$ cat src/rtl/zoom_pkg.sv
// Shared widths and presets for the ZOOM downscaler coefficient path.
package zoom_pkg;

  localparam int ZOOM_COORD_W = 12;
  localparam int ZOOM_FRAC_W  = 5;
  localparam int ZOOM_STEP_IW = 4;
  localparam int ZOOM_COEF_W  = 4;

  localparam int ZOOM_STEP_W  = ZOOM_STEP_IW + ZOOM_FRAC_W;
  localparam int ZOOM_OFS_W   = ZOOM_COORD_W + ZOOM_FRAC_W;

  // Step of exactly 1.0 in the default fixed-point format.
  localparam logic [ZOOM_STEP_W-1:0] ZOOM_STEP_ONE = ZOOM_STEP_W'(1) << ZOOM_FRAC_W;

  // 1280 -> 720: 1280/720 * 32 = 56.9, centred first sample at (step-1)/2.
  localparam logic [ZOOM_STEP_W-1:0] ZOOM_STEP_1280_720 = ZOOM_STEP_W'(57);
  localparam logic [ZOOM_OFS_W-1:0]  ZOOM_OFS_1280_720  = ZOOM_OFS_W'(12);

endpackage

$ cat src/rtl/zoom_coef_gen_axis.sv
// zoom_axis_dda: one axis of the destination sampling grid (counter, position, hit, weight).
module zoom_axis_dda
  import zoom_pkg::*;
#(
  parameter int COORD_W = ZOOM_COORD_W,
  parameter int FRAC_W  = ZOOM_FRAC_W,
  parameter int STEP_IW = ZOOM_STEP_IW,
  parameter int COEF_W  = ZOOM_COEF_W
) (
  input  logic                       clk,
  input  logic                       rst,
  input  logic                       load,
  input  logic                       adv,
  input  logic                       en,
  input  logic [STEP_IW+FRAC_W-1:0]  step,
  input  logic [COORD_W+FRAC_W-1:0]  ofs,
  output logic                       hit,
  output logic [COEF_W-1:0]          coef
);

  localparam int SW = STEP_IW + FRAC_W;
  localparam int PW = COORD_W + 1 + FRAC_W;
  localparam logic [SW-1:0] STEP_UNIT = SW'(1) << FRAC_W;

  logic [COORD_W-1:0] cnt;
  logic [PW-1:0]      pos;
  logic [SW-1:0]      step_eff;
  logic [COORD_W-1:0] pos_int;
  logic               pos_ovf;

  // Sub-unity steps would allow several hits per pixel; clamp them to 1.0.
  assign step_eff = (step[SW-1:FRAC_W] == '0) ? STEP_UNIT : step;
  assign pos_ovf  = pos[PW-1];
  assign pos_int  = pos[PW-2:FRAC_W];
  assign hit      = en & (pos_int == cnt) & ~pos_ovf;
  assign coef     = pos[FRAC_W-1 -: COEF_W];

  always_ff @(posedge clk) begin
    if (rst || load) begin
      cnt <= '0;
      pos <= {1'b0, ofs};
    end else if (adv) begin
      if (cnt != '1)
        cnt <= cnt + 1'b1;
      if (hit)
        pos <= pos + PW'(step_eff);
    end
  end

endmodule

$ cat src/rtl/zoom_coef_gen.sv
// Source-side coefficient generator: per-pixel hit flag and bilinear weights.
// Optional dx*dy product pipeline enabled by defining ZOOM_COEF_DXY_EN.
module zoom_coef_gen
  import zoom_pkg::*;
#(
  parameter int COORD_W = ZOOM_COORD_W,
  parameter int FRAC_W  = ZOOM_FRAC_W,
  parameter int STEP_IW = ZOOM_STEP_IW,
  parameter int COEF_W  = ZOOM_COEF_W
) (
  input  logic                       clk,
  input  logic                       rst,
  input  logic                       vs,
  input  logic                       vld,
  input  logic                       hs_end,
  input  logic [STEP_IW+FRAC_W-1:0]  step_x,
  input  logic [STEP_IW+FRAC_W-1:0]  step_y,
  input  logic [COORD_W+FRAC_W-1:0]  ofs_x,
  input  logic [COORD_W+FRAC_W-1:0]  ofs_y,
  output logic [COEF_W-1:0]          dx,
  output logic [COEF_W-1:0]          dy,
  output logic                       xy_vld,
  output logic [2*COEF_W-1:0]        dxy,
  output logic                       dxy_vld
);

  logic              hit_x, hit_y;
  logic [COEF_W-1:0] coef_x, coef_y;
  logic              pix;
  logic              xy_hit;

  // vs outranks the pixel; hs_end does not, the pixel sees pre-reload state.
  assign pix    = vld & ~vs;
  assign xy_hit = hit_x & hit_y;

  zoom_axis_dda #(
    .COORD_W(COORD_W), .FRAC_W(FRAC_W), .STEP_IW(STEP_IW), .COEF_W(COEF_W)
  ) u_axis_x (
    .clk (clk),
    .rst (rst),
    .load(vs | hs_end),
    .adv (pix),
    .en  (pix),
    .step(step_x),
    .ofs (ofs_x),
    .hit (hit_x),
    .coef(coef_x)
  );

  zoom_axis_dda #(
    .COORD_W(COORD_W), .FRAC_W(FRAC_W), .STEP_IW(STEP_IW), .COEF_W(COEF_W)
  ) u_axis_y (
    .clk (clk),
    .rst (rst),
    .load(vs),
    .adv (hs_end & ~vs),
    .en  (1'b1),
    .step(step_y),
    .ofs (ofs_y),
    .hit (hit_y),
    .coef(coef_y)
  );

  always_ff @(posedge clk) begin
    if (rst) begin
      xy_vld <= 1'b0;
      dx     <= '0;
      dy     <= '0;
    end else begin
      xy_vld <= xy_hit;
      if (xy_hit) begin
        dx <= coef_x;
        dy <= coef_y;
      end
    end
  end

`ifdef ZOOM_COEF_DXY_EN
  logic [2*COEF_W-1:0] prod;
  logic                prod_vld;
  logic [2*COEF_W-1:0] dx_ext, dy_ext;

  assign dx_ext = {{COEF_W{1'b0}}, dx};
  assign dy_ext = {{COEF_W{1'b0}}, dy};

  always_ff @(posedge clk) begin
    if (rst) begin
      prod     <= '0;
      prod_vld <= 1'b0;
      dxy      <= '0;
      dxy_vld  <= 1'b0;
    end else begin
      prod     <= dx_ext * dy_ext;
      prod_vld <= xy_vld;
      dxy      <= prod;
      dxy_vld  <= prod_vld;
    end
  end
`else
  assign dxy     = '0;
  assign dxy_vld = 1'b0;
`endif

endmodule
$ cat config.mk
export PLATFORM = sky130hd
export DESIGN_NAME = zoom_coef_gen
export DESIGN_NICKNAME = d
export VERILOG_FILES = /design/src/rtl/zoom_pkg.sv /design/src/rtl/zoom_coef_gen_axis.sv /design/src/rtl/zoom_coef_gen.sv
export SDC_FILE = /design/constraint.sdc
export NUM_CORES = 1
export LEC_CHECK = 0
export CAP_MARGIN = 15
export CORE_UTILIZATION = 45
export DETAILED_ROUTE_END_ITERATION = 16
export PLACE_DENSITY = 0.72
export SLEW_MARGIN = 0
export SYNTH_ARGS = -nofsm -noshare
export SYNTH_HDL_FRONTEND = slang
export SYNTH_SLANG_ARGS = --single-unit
export TNS_END_PERCENT = 10
$ cat constraint.sdc
create_clock -name clk -period 3.5 [get_ports clk]
set_input_delay 0.7 -clock clk [delete_from_list [all_inputs] [get_ports clk]]
set_output_delay 0.7 -clock clk [all_outputs]
set_load 0.02 [all_outputs]
* Word-level counts from Yosys, hierarchy flattened
Cells that the tools add are included.
Cells by class: $add $sub $neg 4, multiply operators 0, div/mod/pow operators 0, $lt $le $gt $ge 0, eq/ne operators 4, shift-type cells 0, multiplexer cells 8, bitwise gates (word level) 10, reduce and logical (&&, ||, !) cells 14
Operators with widths (count):
- two-way mux 17 bit | 6
- adder 18 x 9 -> 18 bit | 2
- adder 12 x 1 -> 12 bit, second input constant | 2
- equality test 12 bit | 2
- inequality test 12 bit, second input constant | 2
- two-way mux 9 bit | 2
- AND reduction 2 bit | 6
- zero test 4 bit | 2
- nonzero test 2 bit | 4
- AND 1 bit | 6
- inverter 1 bit | 3
- logical OR 1 bit | 2
- OR 1 bit | 1
Word-level totals: bits in registers 69, latch bits 0, RAM bits 0, ROM bits 0, input bits 57, logic and storage cells 49, memories 0

* Logic depth before layout (Yosys ltp)
word-level depth 7, gate-level depth with buffers 11

* Modules after synthesis
A second synthesis with hierarchy kept.
Second synthesis, totals: cells, all modules 500, area, all modules 4566.9 sq um
Modules (own cells, without submodules):
- zoom_axis_dda | times used 2, cells an instance 223, area each 2038.2 sq um, seq. area each 770.7 sq um
- zoom_coef_gen | times used 1, cells an instance 54, area each 490.5 sq um, seq. area each 180.2 sq um

* Worst setup path before layout
OpenSTA, ideal clock, no wires.
path type input to register, from input port step_x[6], to register u_axis_x.pos[14], data pin, arrival 3.036 ns, data required time 3.243 ns, setup slack 0.207 ns, stages on the path 11, path through nor4_1 > nor2b_1 > ha_1 > inv_1 > fa_1 > nor2b_1 > o31a_1 > o41a_1 > a21oi_1 > mux2i_1 > nand2_1
Between the ends: longest elaborated chain between the ends 6
Ends and longest elaborated chain:
- start, declared | RTL line zoom_coef_gen.sv:16 | input logic [STEP_IW+FRAC_W-1:0] step_x,
- zero test 4 bit | RTL line zoom_coef_gen_axis.sv:32 | assign step_eff = (step[SW-1:FRAC_W] == '0) ? STEP_UNIT : step;
- two-way mux 9 bit (*) | RTL line zoom_coef_gen_axis.sv:32
- adder 18 x 9 -> 18 bit (*) | RTL line zoom_coef_gen_axis.sv:46 | pos <= pos + PW'(step_eff);
- two-way mux 17 bit (*) | RTL line zoom_coef_gen_axis.sv:45 | if (hit)
- two-way mux 17 bit (*) | RTL line zoom_coef_gen_axis.sv:42 | end else if (adv) begin
- two-way mux 17 bit (*) | RTL line zoom_coef_gen_axis.sv:39 | if (rst || load) begin
- end signal, assigned | RTL line zoom_coef_gen_axis.sv:41 | pos <= {1'b0, ofs};
- end signal, assigned | RTL line zoom_coef_gen_axis.sv:46
- end, declared | RTL line zoom_coef_gen_axis.sv:26 | logic [PW-1:0] pos;
Mark *: on every way between the ends. The rest lies on a longest branch, timed or not. The select of a mux whose other input is x is not followed. A chain may end at the register's enable or synchronous reset.

* Final worst setup path
from input port step_x[6], to register u_axis_x.pos[16], data pin
The elaborated chain is that of the path after synthesis.

==> results.md <==
Status:
- The flow ran to the end, and the final reports show no timing, DRC or antenna violations.

Die:
- The floorplan step defined a core boundary enclosing 9420 um2.
- The floorplan die width is 101 um.
- The die boundary height is 101 um.
- The number of standard-cell rows in the floorplan is 35.
- The initial core utilization is 47.1%.
- The number of ports placed on the die boundary is 75.
- The die covers 10300 um2.

Power:
- Dividing total power by cell area gives a power density of 358 nW/um2.
- Total power for the finished layout comes to 1.96 mW.
- The static leakage power is 2.14 nW.
- IR analysis of the VDD net gives a maximum drop of 0.215 mV.

Global route:
- The most heavily used metal layer in global routing is met2.
- The global-route met2 utilization is 36.5%.
- The met3 routing resource usage after global routing is 4.97%.
- For this run, global-route usage on met1 was measured as 25.4%.
- The initial antenna violation count is 0.
- The total routing resource utilization after global routing is 21.1%.
- The first global-routing pass estimated 16900 um of wire.
- The via count of the first global-routing pass is 3752.
- Entering global routing, the biggest net connects 35 pins.
- The residual overflow from global routing is 0.

Worst setup path:
- Data on the critical path is required at its endpoint by 3.61 ns.
- At the worst endpoint, the arrival time is 3.30 ns.
- The element type at the critical path start is an input port.
- The element type at the critical path end is a flip-flop.
- Along the worst path, the maximum fanout reaches 6.
- The most critical setup path has its startpoint at step_x[6].
- The setup path with the least slack is of type in -> reg.
- In this run the critical register-to-register path is launched from u_axis_y.pos[10]$_DFFE_PP_.

CTS:
- The tree built by TritonCTS fans out to 69 sinks.
- In this run the clock root is driven by a clkbuf_8.
- At the later pin of the worst-skew pair, clock insertion delay measures 0.35 ns.
- The setup fix buffers added after clock tree synthesis is 0.
- The maximum buffer depth of the clock tree is 2.
- The count of instances resized after the clock tree is built is 0.
- TritonCTS built the clock tree.
- The clock transition at the registers of the reported paths is 0.07 ns.
- In this run, post-CTS hold repair placed 0 buffers.
- In this run, CTS created clock tree buffers numbering 9.
- In this run the number of H-tree levels came out at 3.

Detailed routing:
- The residual DRC count is 0.
- Dividing the detail-routed wire length by the instance count gives 14.3 um.
- The overall via count from detail_route is 3773.
- The pre-antenna-repair detailed-routing pass consisted of 4 iterations.
- The detailed router finished its first iteration with 128 violations.
- After detailed routing, the number of vias per cell comes to 5.31.
- The detail route stage leaves a number of antenna-violating nets equal to 0.
- The final layout contains routed wiring with a total length of 10100 um.

Synthesis:
- The cell area after technology mapping is 4440 um2.
- The prevailing post-synth register cell is dfxtp_1.
- The largest family of logic cells by synthesized area is simple AND/OR/NAND/NOR gates.
- The flip-flop and latch count after synthesis is 69.
- The xor and xnor area share after synthesis is 12.0%.
- A synthesized cell averages 8.95 um2.
- The synthesized design contains 34 enable-type register cells.
- The area share of fa/ha/maj cells after synthesis is 6.54%.
- The basic-gate share of the synthesized area counting and, or, nand and nor cells is 22.0%.
- For this run, the register share of the synthesized area comes to 38.8%.
- The share of cell area taken by muxes after synthesis is 2.51%.
- The compound-gate portion of the synthesized area is 13.8%.
- Synthesis instantiated 53 different standard cells from the library.
- The gate count after technology mapping is 496.
- For this run, the number of Yosys warnings is 0.
- The proportion of synthesized flip-flops having asynchronous set or reset is 0%.

Worst hold path:
- The worst hold path begins at u_axis_y.pos[17]$_SDFFE_PP0P_.
- The path category of the worst min-delay check is reg -> reg.

STA:
- The final count of hold timing violations is 0.
- Setup repair after global routing left no endpoint under its margin.
- The worst-case setup margin in the final layout is 0.307 ns.
- Measured against its own limit, the worst slew margin works out to 36.4%.
- The number of max-slew violations in the final report came to 0.
- The post-route fraction of the period consumed by the critical path is 91.2%.
- The worst clock skew is 0.0144 ns.
- The clock period minus worst slack is 3.19 ns.
- Setup violations remaining at the end of the flow were counted as 0.
- The pin slew with the least headroom to its limit is 0.954 ns.
- The highest attainable clock frequency is 0.313 GHz.

Placed design:
- The global placer's final weighted congestion is 0.842.
- Buffers placed on the I/O ports in this run total 65.
- The post-placement setup slack is -0.0565 ns.
- The wire-length estimate of the detail-placed layout is 7710 um.

Finish:
- The number of nets in the layout is 655.
- The number of diodes is 0.
- The growth of design area from synthesis to finish is 23.1%.
- The share of layout cells above drive strength 1 is 7.57%.

Job:
- Across the run, the number of max-cap violations was 0.
## per-layer routing
metal | up-vias | part of all wire, %
met2 | 84 | 48
met4 | 0 | 2.3
li1 | 1903 | -
met5 | - | 0
met3 | 18 | 4.2
met1 | 1768 | 45
## metrics by stage
step / setup TNS [ns] / hold slack, ns / area, um2 / instances / utilization, %
floorplan: 0 / 0.426 / 4470 / 504 / -
global placement: -0.00317 / 0.441 / 5310 / 694 / 56.4
detailed placement: -0.108 / 0.444 / 5310 / 694 / 56.4
CTS: 0 / 0.452 / 5460 / 710 / 58.0
global route: 0 / 0.492 / 5460 / 710 / 58.0
finish: 0 / 0.457 / 5460 / 710 / 58.0
## critical path, stage by stage
cell and delay (ns):
clkdlybuf4s50_1 0.42, nor4_1 0.27, buf_4 0.19, nor2b_1 0.05, ha_1 0.19, inv_1 0.07
fa_1 0.19, nor2b_1 0.06, o31a_1 0.25, o41a_1 0.38, a21oi_1 0.13, buf_4 0.15
mux2i_1 0.17, nand2_1 0.06
## flip-flops by register name (all words and copies together) (netlist names)
| register | count |
|---|---|
| dx | 4 |
| dy | 4 |
| xy_vld | 1 |
| u_axis_y.cnt | 12 |
| u_axis_x.cnt | 12 |
| u_axis_y.pos | 18 |
| u_axis_x.pos | 18 |
## cell usage in the layout (no fill, tap or decap), types with 10 or more instances in the layout
cell,Yosys,routed
ha_1,20,20
nor2b_1,14,14
buf_4,9,21
nor2_1,43,43
a21oi_1,21,21
xor2_1,42,42
inv_1,15,15
edfxtp_1,34,34
nand2_1,53,53
xnor2_1,19,19
mux2i_1,10,10
nand3_1,16,16
o21ai_0,42,42
and3_1,12,12
clkdlybuf4s50_1,0,65
dfxtp_1,35,35
## cell families (layout without fill, tap and decap cells)
family / count (synthesis) / after routing
buf+inv: 40 / 117
flops: 69 / 69
simple gates: 190 / 190
mux: 11 / 11
other cells: 1 / 9
xor+xnor: 61 / 61
compound gates: 102 / 102
fa+ha+maj: 22 / 22
## cell usage after synthesis, drive strengths merged, types with 5 or more instances
master / instances / area [um2]
xnor2: 19 / 166
nor4: 5 / 58.8
a211oi: 5 / 37.5
xor2: 42 / 368
buf: 10 / 71.3
a21o: 6 / 45.0
nand3: 16 / 80.1
or3: 7 / 43.8
nor2: 43 / 161
clkbuf: 15 / 56.3
dfxtp: 35 / 701
nand2b: 5 / 31.3
mux2i: 10 / 100
o21ai: 42 / 210
nor2b: 14 / 87.6
inv: 15 / 56.3
edfxtp: 34 / 1020
nand2: 53 / 199
ha: 20 / 250
and2: 5 / 31.3
a21oi: 21 / 105
and3: 12 / 75.1
nor3: 7 / 35.0
nand4: 7 / 43.8
## layout make-up
type,count,area [um2]
sequential,69,1720
clock buffer,14,143
inverter,15,56.3
tap,129,161
timing repair buffer,86,808
multi-input combinational,395,2560
clock inverter,2,11.3
fill,844,3950
## worst paths after layout
path	end	slack, ns	depth (start not counted)
setup / recovery	u_axis_x.pos[16]$_DFFE_PP_	0.31	14
hold reg to reg	u_axis_y.pos[17]$_SDFFE_PP0P_	0.46	2
setup reg to reg	dx[0]$_SDFFE_PP0P_	1.07	7
hold / removal	u_axis_y.pos[17]$_SDFFE_PP0P_	0.46	2
## power by group
part           switching [mW]  leakage, nW  internal (mW)  total (mW)
logic                   0.224         1.43          0.225       0.449
registers              0.0495        0.635          0.902       0.952
clock network           0.296       0.0790          0.258       0.555
Power figures use the tool's default switching activity.
